--- config.mk ---
export PLATFORM = sky130hd
export DESIGN_NAME = led_sequencer
export DESIGN_NICKNAME = d
export VERILOG_FILES = /design/src/rtl/led_sequencer_pkg.sv /design/src/rtl/led_sequencer_tick.sv /design/src/rtl/led_sequencer.sv
export SDC_FILE = /design/constraint.sdc
export NUM_CORES = 1
export LEC_CHECK = 0
export BUFFER_PORTS_ARGS = -buffer_cell sky130_fd_sc_hd__buf_2
export CORE_AREA = 2 2 103 105
export DETAILED_ROUTE_END_ITERATION = 6
export DIE_AREA = 0 0 105 107
export SLEW_MARGIN = 10
export SYNTH_ARGS = -nofsm -noshare
export SYNTH_HDL_FRONTEND = slang
export SYNTH_SLANG_ARGS = --single-unit
--- constraint.sdc ---
create_clock -name clk_ext -period 8.01 [get_ports clk_ext]
set_clock_uncertainty 0.1 [all_clocks]
set_input_delay 2.403 -clock clk_ext [delete_from_list [all_inputs] [get_ports clk_ext]]
set_output_delay 2.403 -clock clk_ext [all_outputs]
set_load 0.005 [all_outputs]
--- src/rtl/led_sequencer_pkg.sv ---
// Shared encodings for the LED sequencer: configuration modes and FSM states.
package led_sequencer_pkg;

   localparam logic [1:0] MODE_OFF    = 2'd0;
   localparam logic [1:0] MODE_STATIC = 2'd1;
   localparam logic [1:0] MODE_SHIFT  = 2'd2;
   localparam logic [1:0] MODE_BLINK  = 2'd3;

   localparam logic [1:0] ST_IDLE = 2'd0;
   localparam logic [1:0] ST_LOAD = 2'd1;
   localparam logic [1:0] ST_RUN  = 2'd2;

endpackage

--- src/rtl/led_sequencer_tick.sv ---
// Step counter for the LED sequencer: counts 0..P-1 (P = max(period,1)) and
// flags the wrap cycle. Held at 0 while restart is high.
module led_sequencer_tick #(
   parameter int PERIOD_WIDTH = 24
) (
   input  logic                    clk_ext,
   input  logic                    rst_ext,
   input  logic                    restart,
   input  logic [PERIOD_WIDTH-1:0] period,
   output logic                    wrap
);

   logic [PERIOD_WIDTH-1:0] cnt_q, cnt_d, last;

   // A period of 0 behaves as 1, so the terminal count never underflows.
   assign last = (period == '0) ? '0 : period - PERIOD_WIDTH'(1);
   assign wrap = !restart && (cnt_q == last);

   always_comb begin
      cnt_d = cnt_q + PERIOD_WIDTH'(1);
      if (restart || wrap) cnt_d = '0;
   end

   always_ff @(posedge clk_ext or posedge rst_ext) begin
      if (rst_ext) cnt_q <= '0;
      else         cnt_q <= cnt_d;
   end

endmodule

--- src/rtl/led_sequencer.sv ---
// LED pattern sequencer (OFF/STATIC/SHIFT/BLINK) with an IDLE/LOAD/RUN FSM.
// Define LED_SEQUENCER_PWM_EN to add the cfg_duty port and 16-step PWM dimming.
module led_sequencer
   import led_sequencer_pkg::*;
#(
   parameter int NUM_LEDS     = 4,
   parameter int PERIOD_WIDTH = 24
) (
   input  logic                    clk_ext,
   input  logic                    rst_ext,
   input  logic                    cfg_valid,
   output logic                    cfg_ready,
   input  logic [1:0]              cfg_mode,
   input  logic [NUM_LEDS-1:0]     cfg_pattern,
   input  logic [PERIOD_WIDTH-1:0] cfg_period,
`ifdef LED_SEQUENCER_PWM_EN
   input  logic [3:0]              cfg_duty,
`endif
   output logic [NUM_LEDS-1:0]     led,
   output logic                    step_strobe,
   output logic                    busy
);

   logic [1:0]              state_q, state_d, mode_q, mode_d;
   logic [NUM_LEDS-1:0]     cfg_pat_q, cfg_pat_d, pat_q, pat_d, led_q, led_d, rot, mask;
   logic [PERIOD_WIDTH-1:0] period_q, period_d;
   logic                    strobe_q, hs, wrap;

   assign hs          = cfg_valid && cfg_ready;
   assign cfg_ready   = (state_q != ST_LOAD);
   assign busy        = (state_q != ST_IDLE);
   assign led         = led_q;
   assign step_strobe = strobe_q;

   if (NUM_LEDS == 1) begin : g_rot1
      assign rot = pat_q;
   end else begin : g_rotn
      assign rot = {pat_q[NUM_LEDS-2:0], pat_q[NUM_LEDS-1]};
   end

   led_sequencer_tick #(.PERIOD_WIDTH(PERIOD_WIDTH)) u_tick (
      .clk_ext (clk_ext),
      .rst_ext (rst_ext),
      .restart (state_q != ST_RUN),
      .period  (period_q),
      .wrap    (wrap)
   );

`ifdef LED_SEQUENCER_PWM_EN
   logic [3:0] duty_q, pwm_q;

   always_ff @(posedge clk_ext or posedge rst_ext) begin
      if (rst_ext) begin
         duty_q <= '0;
         pwm_q  <= '0;
      end else begin
         pwm_q <= pwm_q + 4'd1;
         if (hs) duty_q <= cfg_duty;
      end
   end

   assign mask = {NUM_LEDS{pwm_q < duty_q}};
`else
   assign mask = '1;
`endif

   always_comb begin
      state_d   = state_q;
      mode_d    = mode_q;
      cfg_pat_d = cfg_pat_q;
      period_d  = period_q;
      pat_d     = pat_q;
      case (state_q)
         ST_IDLE: ;
         ST_LOAD: begin
            if (mode_q == MODE_OFF) begin
               state_d = ST_IDLE;
               pat_d   = '0;
            end else begin
               state_d = ST_RUN;
               pat_d   = cfg_pat_q;
            end
         end
         ST_RUN: begin
            // A new configuration wins over a coincident step update.
            if (wrap && !hs) begin
               case (mode_q)
                  MODE_SHIFT: pat_d = rot;
                  MODE_BLINK: pat_d = ~pat_q;
                  default:    pat_d = pat_q;
               endcase
            end
         end
         default: state_d = ST_IDLE;
      endcase
      if (hs) begin
         state_d   = ST_LOAD;
         mode_d    = cfg_mode;
         cfg_pat_d = cfg_pattern;
         period_d  = cfg_period;
      end
   end

   // The LED register lags the pattern register by one edge, including in LOAD.
   assign led_d = (state_q == ST_IDLE) ? '0 : (pat_q & mask);

   always_ff @(posedge clk_ext or posedge rst_ext) begin
      if (rst_ext) begin
         state_q   <= ST_IDLE;
         mode_q    <= MODE_OFF;
         cfg_pat_q <= '0;
         period_q  <= '0;
         pat_q     <= '0;
         led_q     <= '0;
         strobe_q  <= 1'b0;
      end else begin
         state_q   <= state_d;
         mode_q    <= mode_d;
         cfg_pat_q <= cfg_pat_d;
         period_q  <= period_d;
         pat_q     <= pat_d;
         led_q     <= led_d;
         strobe_q  <= wrap;
      end
   end

endmodule

==> impl_metrics.env, run 1 <==
export IMPL_status="complete, no violations"
export IMPL_tns_ns=0
export IMPL_synth_edf_count=0
export IMPL_r2r_end="pat_q[0]"
export IMPL_cts_root_buf="clkbuf_8"
export IMPL_yosysTopAreaCell="dfrtp_1"
export IMPL_grtUsageMet3=0.0340
export IMPL_period_needed_ns=4.79
export IMPL_powerDensity_mw_per_mm2=236
export IMPL_met2_usage=0.276
export IMPL_via_count=3312
export IMPL_gp_congestion=0.878
export IMPL_avgSynthCellArea_um2=9.24
export IMPL_post_dp_hpwl_um=7090
export IMPL_hold_violations=0
export IMPL_rr_worst_depth=11
export IMPL_final_cell_area_mm2=0.00446
export IMPL_grt_pass1_vias=3178
export IMPL_yosys_register_bits=65
export IMPL_final_util=0.442
export IMPL_start_kind="flop"
export IMPL_fin_crit_sh=0.598
export IMPL_yosysMostFrequentCell="dfrtp_1"
export IMPL_crit_path_end="pat_q[0]"
export IMPL_drtIter0Drc=192
export IMPL_cts_buffers=9
export IMPL_grt_max_degree=66
export IMPL_ir_drop_mv=0.123
export IMPL_firstDrtPassIters=4
export IMPL_critPathCaptureType="flop"
export IMPL_swShare=0.338
export IMPL_place_area_mm2=0.00425
export IMPL_coreArea_mm2=0.0101
export IMPL_seq_power_share=0.445
export IMPL_ant_nets=0
export IMPL_drive_gt1_frac=0.187
export IMPL_p_leak_nw=1.77
export IMPL_cts_max_level=3
export IMPL_avgRoutedWirePerCell_um=16.2
export IMPL_holdPathStages=1
export IMPL_crit_start="period_q[0]"
export IMPL_path_clk_slew_ns=0.08
export IMPL_async_flop_share=1.00
export IMPL_globalRouteMet1Util=0.256
export IMPL_viasPerCell=5.55
export IMPL_r2r_slack_ns=3.22
export IMPL_worstMarginPinSlew_ns=1.15
export IMPL_drv_cap=0
export IMPL_initial_utilization=0.391
export IMPL_cts_buffer_depth=2
export IMPL_cts_setup_buffers=0
export IMPL_drc=0
export IMPL_die_height_um=107
export IMPL_crit_fanout=22
export IMPL_routed_wl_um=9660
export IMPL_synth_nets=462
export IMPL_hold_class="reg -> reg"
export IMPL_die_area_mm2=0.0112
export IMPL_rsz0062_at_grt="no"
export IMPL_track_usage=0.183
export IMPL_p_switching_uw=356
export IMPL_synthCells=427
export IMPL_finalSetupViolCount=0
export IMPL_cts_tree="yes"
export IMPL_post_cts_resize_count=0
export IMPL_power_frac_clock=0.290
export IMPL_synth_area_leaders="dfrtp_1, mux2_2, xnor2_1"
export IMPL_antenna_found_initial=0
export IMPL_grt_pass1_wl_um=16200
export IMPL_die_w_um=105
export IMPL_path_class="reg -> reg"
export IMPL_drv_slew=0
export IMPL_combPwrFrac=0.265
export IMPL_cts_sinks=65
export IMPL_dp_cells=582
export IMPL_fmax_mhz=209
export IMPL_cts_hold_buf=0
export IMPL_syn2layout_area_growth_pct=13.0
export IMPL_maxSlewHeadroom=0.229
export IMPL_portBuffers=39
export IMPL_rows=37
export IMPL_synth_commonest_cells="dfrtp_1, nor2_1, nor3_1"
export IMPL_p_int_uw=698
export IMPL_grt_overflow=0
export IMPL_critPathRequiredTime_ns=8.15
export IMPL_r2r_start="period_q[0]"
export IMPL_synth_flop_cell="dfrtp_1"
export IMPL_synth_top_area_share=0.412
export IMPL_nNetsFinal=492
export IMPL_critPathArrivalTime_ns=4.93
export IMPL_synth_area_mm2=0.00395
export IMPL_ioPinCount=40
export IMPL_seq_area_frac_synth=0.412
export IMPL_yosysWarnings=0
export IMPL_whs_ns=0.419
export IMPL_clk_insertion_delay_late_ns=0.35
export IMPL_fin_cells=597
export IMPL_synth_cell_type_count=55
export IMPL_antennaDiodeCount=0
export IMPL_busiest_layer="met2"
==> cells by family after synthesis <==
family,Yosys count,share of synthesized area
and+or+nand+nor,192,0.259
DFF,65,0.412
AOI/OAI and AO/OA,58,0.101
xor gates and xnor gates,47,0.104
buffers and inverters,33,0.0320
muxes,30,0.0856
adders and majority gates,2,0.00634
==> flip-flops by register name, summed over array words and instances (netlist names) <==
| register | cells |
|---|---|
| state_q | 2 |
| led | 4 |
| mode_q | 2 |
| pat_q | 4 |
| step_strobe | 1 |
| u_tick.cnt_q | 24 |
| period_q | 24 |
| cfg_pat_q | 4 |
==> worst max-delay path: stages (launching register included) <==
cell	delay [ns]
dfrtp_1	0.42
inv_1	0.11
ha_1	0.22
nor4b_1	0.56
nand4_1	0.46
o21a_1	0.34
or4b_1	0.52
o311ai_0	0.14
nand4b_1	0.21
nor4_4	1.02
a21boi_2	0.20
mux2_1	0.37
==> cell type report <==
type | count | area [µm²]
Clock inverter | 2 | 35.0
Sequential cell | 65 | 1630
Timing Repair Buffer | 40 | 203
Clock buffer | 13 | 179
Tap cell | 136 | 170
Inverter | 12 | 45.0
Fill cell | 1029 | 5630
Multi-Input combinational cell | 329 | 2200
==> worst min path at each step <==
stage                            start      endpoint
after global routing      cfg_pat_q[1]  cfg_pat_q[1]
after detailed placement  cfg_pat_q[2]  cfg_pat_q[2]
final                     cfg_pat_q[2]  cfg_pat_q[2]
after CTS                 cfg_pat_q[2]  cfg_pat_q[2]
after global placement    cfg_pat_q[1]  cfg_pat_q[1]
after floorplan           cfg_pat_q[3]  cfg_pat_q[3]
==> routing by layer <==
layer  up-vias  part of all wire  wire length [µm]
met1      1624              0.46              4490
met5         -                 0                 0
li1       1598                 -                 -
met2        75              0.46              4470
met3        15             0.047               453
met4         0             0.025               243
==> metrics by stage <==
| step | power (mW) | setup WS, ns |
|---|---|---|
| final | 1.05 | 3.22 |
| after global routing | 1.12 | 2.77 |
| after CTS | 1.06 | 3.21 |
| after detailed placement | 0.752 | 3.22 |
| after global placement | 0.747 | 3.45 |
| after floorplan | 0.668 | 3.88 |
==> power by group through the flow <==
stage | Clock, mW | Combinational [mW] | Sequential (mW)
2_1_floorplan | 0 | 0.230 | 0.438
3_3_place_gp | 0 | 0.277 | 0.470
3_5_place_dp | 0 | 0.279 | 0.473
4_1_cts | 0.311 | 0.282 | 0.466
5_1_grt | 0.322 | 0.315 | 0.479
6_report | 0.305 | 0.279 | 0.469
==> layout by cell type (no fill, tap or decap), types with 6 or more instances in the layout <==
| master | count |
|---|---|
| dfrtp_1 | 65 |
| xor2_1 | 19 |
| a21oi_1 | 6 |
| nand3_1 | 16 |
| nand2_1 | 28 |
| nor3_1 | 30 |
| buf_2 | 39 |
| a31oi_1 | 6 |
| or4_1 | 6 |
| inv_1 | 11 |
| o21ai_0 | 12 |
| nand2b_1 | 6 |
| xnor2_1 | 28 |
| o22ai_1 | 7 |
| nor4_1 | 11 |
| mux2_2 | 26 |
| nor2b_1 | 8 |
| and3_1 | 6 |
| nor2_1 | 40 |
| clkbuf_8 | 13 |
| and2_1 | 8 |
| or3_1 | 9 |
| nand4_1 | 7 |
No activity file was read; power rests on OpenSTA's default activity.
==> run 2, diff against run 1 <==
--- a/config.mk
+++ b/config.mk
@@ -5,10 +5,11 @@
 export SDC_FILE = /design/constraint.sdc
 export NUM_CORES = 1
 export LEC_CHECK = 0
+export ABC_AREA = 1
 export BUFFER_PORTS_ARGS = -buffer_cell sky130_fd_sc_hd__buf_2
-export CORE_AREA = 2 2 103 105
+export CORE_AREA = 2 2 105 107
 export DETAILED_ROUTE_END_ITERATION = 6
-export DIE_AREA = 0 0 105 107
+export DIE_AREA = 0 0 107 109
 export SLEW_MARGIN = 10
 export SYNTH_ARGS = -nofsm -noshare
 export SYNTH_HDL_FRONTEND = slang
==> constraint.sdc (replaced) <==
create_clock -name clk_ext -period 4 [get_ports clk_ext]
set_clock_uncertainty 0.1 [all_clocks]
set_input_delay 1.2 -clock clk_ext [delete_from_list [all_inputs] [get_ports clk_ext]]
set_output_delay 1.2 -clock clk_ext [all_outputs]
set_load 0.005 [all_outputs]
==> impl_metrics.env, run 2 <==
export IMPL_status="complete, no violations"
export IMPL_dp_cells=748
export IMPL_critPathArrivalTime_ns=3.15
export IMPL_cts_setup_buffers=0
export IMPL_path_class="reg -> reg"
export IMPL_ir_drop_mv=0.190
export IMPL_path_clk_slew_ns=0.08
export IMPL_initial_utilization=0.388
export IMPL_cts_max_level=3
export IMPL_track_usage=0.177
export IMPL_yosysMostFrequentCell="nand2_1"
export IMPL_firstDrtPassIters=4
export IMPL_holdPathStages=2
export IMPL_critPathCaptureType="flop"
export IMPL_critPathRequiredTime_ns=4.15
export IMPL_worstMarginPinSlew_ns=0.967
export IMPL_final_seq_area_mm2=0.00163
export IMPL_post_cts_resize_count=0
export IMPL_synth_flop_cell="dfrtp_1"
export IMPL_syn2layout_area_growth_pct=11.9
export IMPL_viasPerCell=4.87
export IMPL_synth_top_area_share=0.395
export IMPL_synth_area_leaders="dfrtp_1, nand2_1, nor2_1"
export IMPL_fmax_mhz=333
export IMPL_avgSynthCellArea_um2=7.09
export IMPL_yosysTopAreaCell="dfrtp_1"
export IMPL_nNetsFinal=654
export IMPL_rsz0062_at_grt="no"
export IMPL_p_leak_nw=2.21
export IMPL_fin_cells=764
export IMPL_die_w_um=107
export IMPL_final_common_cell="nand2_1"
export IMPL_ioPinCount=40
export IMPL_seq_area_frac_synth=0.395
export IMPL_multi_input_area_mm2=0.00212
export IMPL_rr_worst_depth=16
export IMPL_clk_insertion_delay_late_ns=0.36
export IMPL_routed_wl_um=9390
export IMPL_synth_area_mm2=0.00412
export IMPL_cts_sinks=65
export IMPL_antennaDiodeCount=0
export IMPL_rows=38
export IMPL_hold_class="reg -> reg"
export IMPL_synth_cell_type_count=34
export IMPL_via_count=3724
export IMPL_drive_gt1_frac=0.146
export IMPL_portBuffers=39
export IMPL_async_flop_share=1.00
export IMPL_pre_cts_slack_ns=0.995
export IMPL_maxSlewHeadroom=0.354
export IMPL_drc=0
export IMPL_antenna_found_initial=0
export IMPL_final_cell_mix="nand2_1, nor2_1, inv_1"
export IMPL_grt_overflow=0
export IMPL_fin_crit_sh=0.751
export IMPL_synth_commonest_cells="nand2_1, nor2_1, inv_1"
export IMPL_drv_slew=0
export IMPL_cts_buffers=9
export IMPL_synth_nets=616
export IMPL_hold_violations=0
export IMPL_synth_edf_count=0
export IMPL_coreArea_mm2=0.0106
export IMPL_cts_buffer_depth=2
export IMPL_post_dp_hpwl_um=7030
export IMPL_cts_tree="yes"
export IMPL_drv_cap=0
export IMPL_die_height_um=109
export IMPL_tns_ns=0
export IMPL_avgRoutedWirePerCell_um=12.3
export IMPL_synthCells=581
export IMPL_fillers=1101
export IMPL_period_needed_ns=3.00
export IMPL_drtIter0Drc=138
export IMPL_cts_root_buf="clkbuf_8"
export IMPL_start_kind="flop"
export IMPL_grt_pass1_wl_um=16300
export IMPL_cts_hold_buf=0
export IMPL_yosys_register_bits=65
export IMPL_ant_nets=0
export IMPL_die_area_mm2=0.0117
export IMPL_grt_max_degree=56
export IMPL_setup_ws_ns=0.998
export IMPL_reg_largest_list="period_q (24), u_tick.cnt_q (24)"
export IMPL_finalSetupViolCount=0
export IMPL_crit_fanout=45
export IMPL_grt_pass1_vias=3639
export IMPL_powerDensity_mw_per_mm2=446
export IMPL_gp_congestion=0.931
export IMPL_yosysWarnings=0
[run 2: cell types whose count changed after synthesis, moves of 16 or more]
cell      previous run  this run
nor2_1              40        73
nand3_1             16        54
o21ai_0             12        36
xnor2_1             28         1
nor3_1              30         6
nand4_1              7        23
clkbuf_1            18         2
inv_1               12        71
nand2_1             28       174
mux2_2              26         0
[run 2: final timing paths]
check                            startpoint          endpoint  slack [ns]
worst max-delay path            period_q[0]          pat_q[1]         1.0
worst min register to register     pat_q[0]          pat_q[0]        0.40
worst max register to register  period_q[0]          pat_q[1]         1.0
max in group asynchronous           rst_ext  u_tick.cnt_q[14]        1.99
worst min-delay path               pat_q[0]          pat_q[0]        0.40
min in group asynchronous           rst_ext       period_q[3]        0.97
[run 2: worst max-delay path, cell delays in order (launching register included)]
cell	delay [ns]
dfrtp_1	0.36
inv_1	0.10
ha_1	0.23
nand2_2	0.12
nor2_4	0.30
nand3_4	0.40
nand2_1	0.19
xor2_1	0.16
nand2_1	0.06
nor2_1	0.10
nand2_1	0.10
nor2_2	0.17
nand3_2	0.13
nand2_2	0.16
nand2_2	0.09
nand2_1	0.06
nand2_1	0.05
[run 2: layout make-up]
type / instances / share of cell area
clock inverter: 5 / 0.0139
inverter: 73 / 0.0595
sequential: 65 / 0.353
tap: 140 / 0.0380
timing repair buffer: 40 / 0.0440
multi-input combinational: 430 / 0.461
clock buffer: 11 / 0.0307
[run 2: per-stage QoR]
stage	instance area (µm²)	utilization	total power [mW]	hold slack [ns]
6_report	4600	0.434	2.05	0.396
3_5_place_dp	4400	0.415	1.48	0.380
4_1_cts	4600	0.434	2.08	0.402
5_1_grt	4600	0.434	2.23	0.425
2_1_floorplan	4120	-	1.33	0.350
3_3_place_gp	4400	0.415	1.47	0.379
[run 2: power by group]
part / leakage [nW] / switching (mW) / internal, mW
Combinational: 1.26 / 0.395 / 0.205
Clock: 0.100 / 0.283 / 0.309
Sequential: 0.849 / 0.100 / 0.761
[run 2: metal layers]
metal / routed length, µm / track usage
met5: 0 / 0
met4: 118 / 0.0714
met3: 280 / 0.0359
met2: 4680 / 0.311
met1: 4310 / 0.214
[run 2: kinds of logic after synthesis]
family                     share of synthesized area
and+or+nand+nor                                0.424
buffers and inverters                         0.0897
DFF                                            0.395
AOI/OAI and AO/OA                             0.0556
xor gates and xnor gates                      0.0298
adders and majority gates                    0.00608
==> run 3, diff against run 2 <==
--- a/config.mk
+++ b/config.mk
@@ -5,11 +5,11 @@
 export SDC_FILE = /design/constraint.sdc
 export NUM_CORES = 1
 export LEC_CHECK = 0
-export ABC_AREA = 1
+export ABC_AREA = 0
 export BUFFER_PORTS_ARGS = -buffer_cell sky130_fd_sc_hd__buf_2
-export CORE_AREA = 2 2 105 107
+export CORE_AREA = 2 2 103 105
 export DETAILED_ROUTE_END_ITERATION = 6
-export DIE_AREA = 0 0 107 109
+export DIE_AREA = 0 0 105 107
 export SLEW_MARGIN = 10
 export SYNTH_ARGS = -nofsm -noshare
 export SYNTH_HDL_FRONTEND = slang
==> constraint.sdc (replaced) <==
create_clock -name clk_ext -period 2.7 [get_ports clk_ext]
set_clock_uncertainty 0.1 [all_clocks]
set_input_delay 0.81 -clock clk_ext [delete_from_list [all_inputs] [get_ports clk_ext]]
set_output_delay 0.81 -clock clk_ext [all_outputs]
set_load 0.005 [all_outputs]
==> impl_metrics.env, run 3 (synthesis gave the netlist of run 1 again) <==
export IMPL_ir_drop_mv=0.445
export IMPL_via_count=3641
export IMPL_rows=37
export IMPL_hold_violations=0
export IMPL_routed_wl_um=10900
export IMPL_worstMarginPinSlew_ns=0.550
export IMPL_antenna_found_initial=0
export IMPL_final_cell_mix="buf_4, dfrtp_1, nor2_1, buf_2"
export IMPL_ioPinCount=40
export IMPL_r2r_slack_ns=-0.82
export IMPL_path_clk_slew_ns=0.07
export IMPL_nNetsFinal=573
export IMPL_power_frac_clock=0.303
export IMPL_grt_max_degree=43
export IMPL_finalSetupViolCount=29
export IMPL_failed_checks="negative setup slack"
export IMPL_cts_root_buf="clkbuf_8"
export IMPL_hold_class="in -> async"
export IMPL_wl_met2_um=5180
export IMPL_gp_congestion=0.929
export IMPL_finalPower_mw=3.65
export IMPL_track_usage=0.200
export IMPL_initial_utilization=0.391
export IMPL_drv_cap=0
export IMPL_period_needed_ns=3.52
export IMPL_critPathRequiredTime_ns=2.83
export IMPL_wl_met1_um=4950
export IMPL_antennaDiodeCount=0
export IMPL_drv_slew=0
export IMPL_status="complete, but fails checks"
export IMPL_avgRoutedWirePerCell_um=16.1
export IMPL_final_common_cell="buf_4"
export IMPL_die_area_mm2=0.0112
export IMPL_fmax_mhz=284
export IMPL_drc=0
export IMPL_r2r_end="u_tick.cnt_q[3]"
export IMPL_setup_ws_ns=-0.822
export IMPL_combPwrFrac=0.337
export IMPL_cts_buffers=9
export IMPL_clk_insertion_delay_late_ns=0.36
export IMPL_start_kind="flop"
export IMPL_coreArea_mm2=0.0101
export IMPL_reg_largest_list="period_q (24), u_tick.cnt_q (24)"
export IMPL_fillers=973
export IMPL_p_int_mw=2.47
export IMPL_p_switching_mw=1.18
export IMPL_die_w_um=105
export IMPL_wl_met3_um=536
export IMPL_drtIter0Drc=228
export IMPL_grt_overflow=0
export IMPL_cts_sinks=65
export IMPL_die_height_um=107
export IMPL_rr_worst_depth=11
export IMPL_critPathCaptureType="flop"
export IMPL_path_class="reg -> reg"
export IMPL_cts_tree="yes"
export IMPL_critPathArrivalTime_ns=3.65
export IMPL_viasPerCell=5.37
export IMPL_grt_pass1_vias=3659
export IMPL_ant_nets=0
export IMPL_pre_cts_slack_ns=-0.971
export IMPL_portBuffers=39
export IMPL_crit_fanout=6
export IMPL_drive_gt1_frac=0.354
export IMPL_powerDensity_mw_per_mm2=685
export IMPL_maxSlewHeadroom=0.633
export IMPL_whs_ns=0.399
export IMPL_seq_power_share=0.360
export IMPL_grt_pass1_wl_um=17900
export IMPL_r2r_start="period_q[20]"
export IMPL_highest_layer="met4"
export IMPL_fin_crit_sh=1.30
export IMPL_cts_max_level=3
export IMPL_syn2layout_area_growth_pct=34.8
export IMPL_swShare=0.323
export IMPL_cts_hold_buf=0
export IMPL_firstDrtPassIters=4
export IMPL_rsz0062_at_grt="yes"
export IMPL_post_dp_hpwl_um=8000
export IMPL_p_leak_nw=2.23
export IMPL_cts_buffer_depth=2
==> run 3: cell types whose count changed in the layout (fill, tap and decap cells not counted), moves of 25 or more <==
| cell | before | now |
|---|---|---|
| buf_4 | 1 | 77 |
| nand3_1 | 54 | 16 |
| nor2_1 | 73 | 39 |
| inv_1 | 70 | 11 |
| nand2_1 | 174 | 28 |
| o21ai_0 | 36 | 11 |
| xnor2_1 | 1 | 28 |
| mux2_2 | 0 | 26 |
==> run 3: stage by stage <==
step                setup TNS [ns]  utilization  area (µm²)  std cells
global route                -25.82        0.527        5320        678
global placement            -22.31        0.479        4830        657
finish                      -22.45        0.527        5320        678
floorplan                   -15.90            -        3970        427
CTS                         -20.81        0.511        5150        675
detailed placement          -23.90        0.479        4830        657
==> run 3: timing repair <==
action	CTS	global route
resized for setup	12	26
pin swaps	3	12
gates cloned	0	1
setup buffers	4	2
setup endpoints to repair	29	29
==> run 3: critical path: stages (launching register included) <==
cell	delay (ns)
dfrtp_1	0.38
or4_4	0.53
or4_4	0.47
or2_4	0.29
or3_4	0.33
a221oi_2	0.23
nand4_1	0.17
nor4_4	0.41
buf_4	0.17
buf_6	0.12
buf_8	0.14
nor3_1	0.06
==> run 3: area by class of cell <==
| class | instances | area (µm²) | share of cell area |
|---|---|---|---|
| flip-flops and latches | 65 | 1630 | 0.306 |
| clock inverters | 5 | 129 | 0.0242 |
| multi-input cells | 329 | 2360 | 0.444 |
| clock buffers | 10 | 128 | 0.0240 |
| well taps | 136 | 170 | 0.0320 |
| inverters | 12 | 45.0 | 0.00846 |
| repair buffers | 121 | 860 | 0.162 |
==> run 3: how the worst max path moves through the flow <==
stage | from | to | slack (ns) | cells past startpoint
after global routing | period_q[0] | u_tick.cnt_q[3] | -0.94 | 13
after global placement | period_q[20] | pat_q[1] | -0.90 | 9
after detailed placement | period_q[20] | pat_q[0] | -0.97 | 9
after CTS | period_q[20] | pat_q[0] | -0.83 | 9
after floorplan | period_q[18] | pat_q[0] | -0.67 | 10
final | period_q[20] | u_tick.cnt_q[3] | -0.82 | 11
==> run 3: routing by layer <==
| metal | vias to the layer above | track usage |
|---|---|---|
| met3 | 18 | 0.0498 |
| met5 | - | 0 |
| met1 | 1768 | 0.261 |
| met4 | 0 | 0.0810 |
| li1 | 1754 | - |
| met2 | 101 | 0.320 |
==> run 3: power groups by stage <==
stage / logic, mW / clock network, mW / registers (mW)
after CTS: 1.19 / 1.12 / 1.30
final: 1.23 / 1.10 / 1.31
after global placement: 1.14 / 0 / 1.31
after floorplan: 0.690 / 0 / 1.30
after detailed placement: 1.17 / 0 / 1.32
after global routing: 1.35 / 1.16 / 1.33
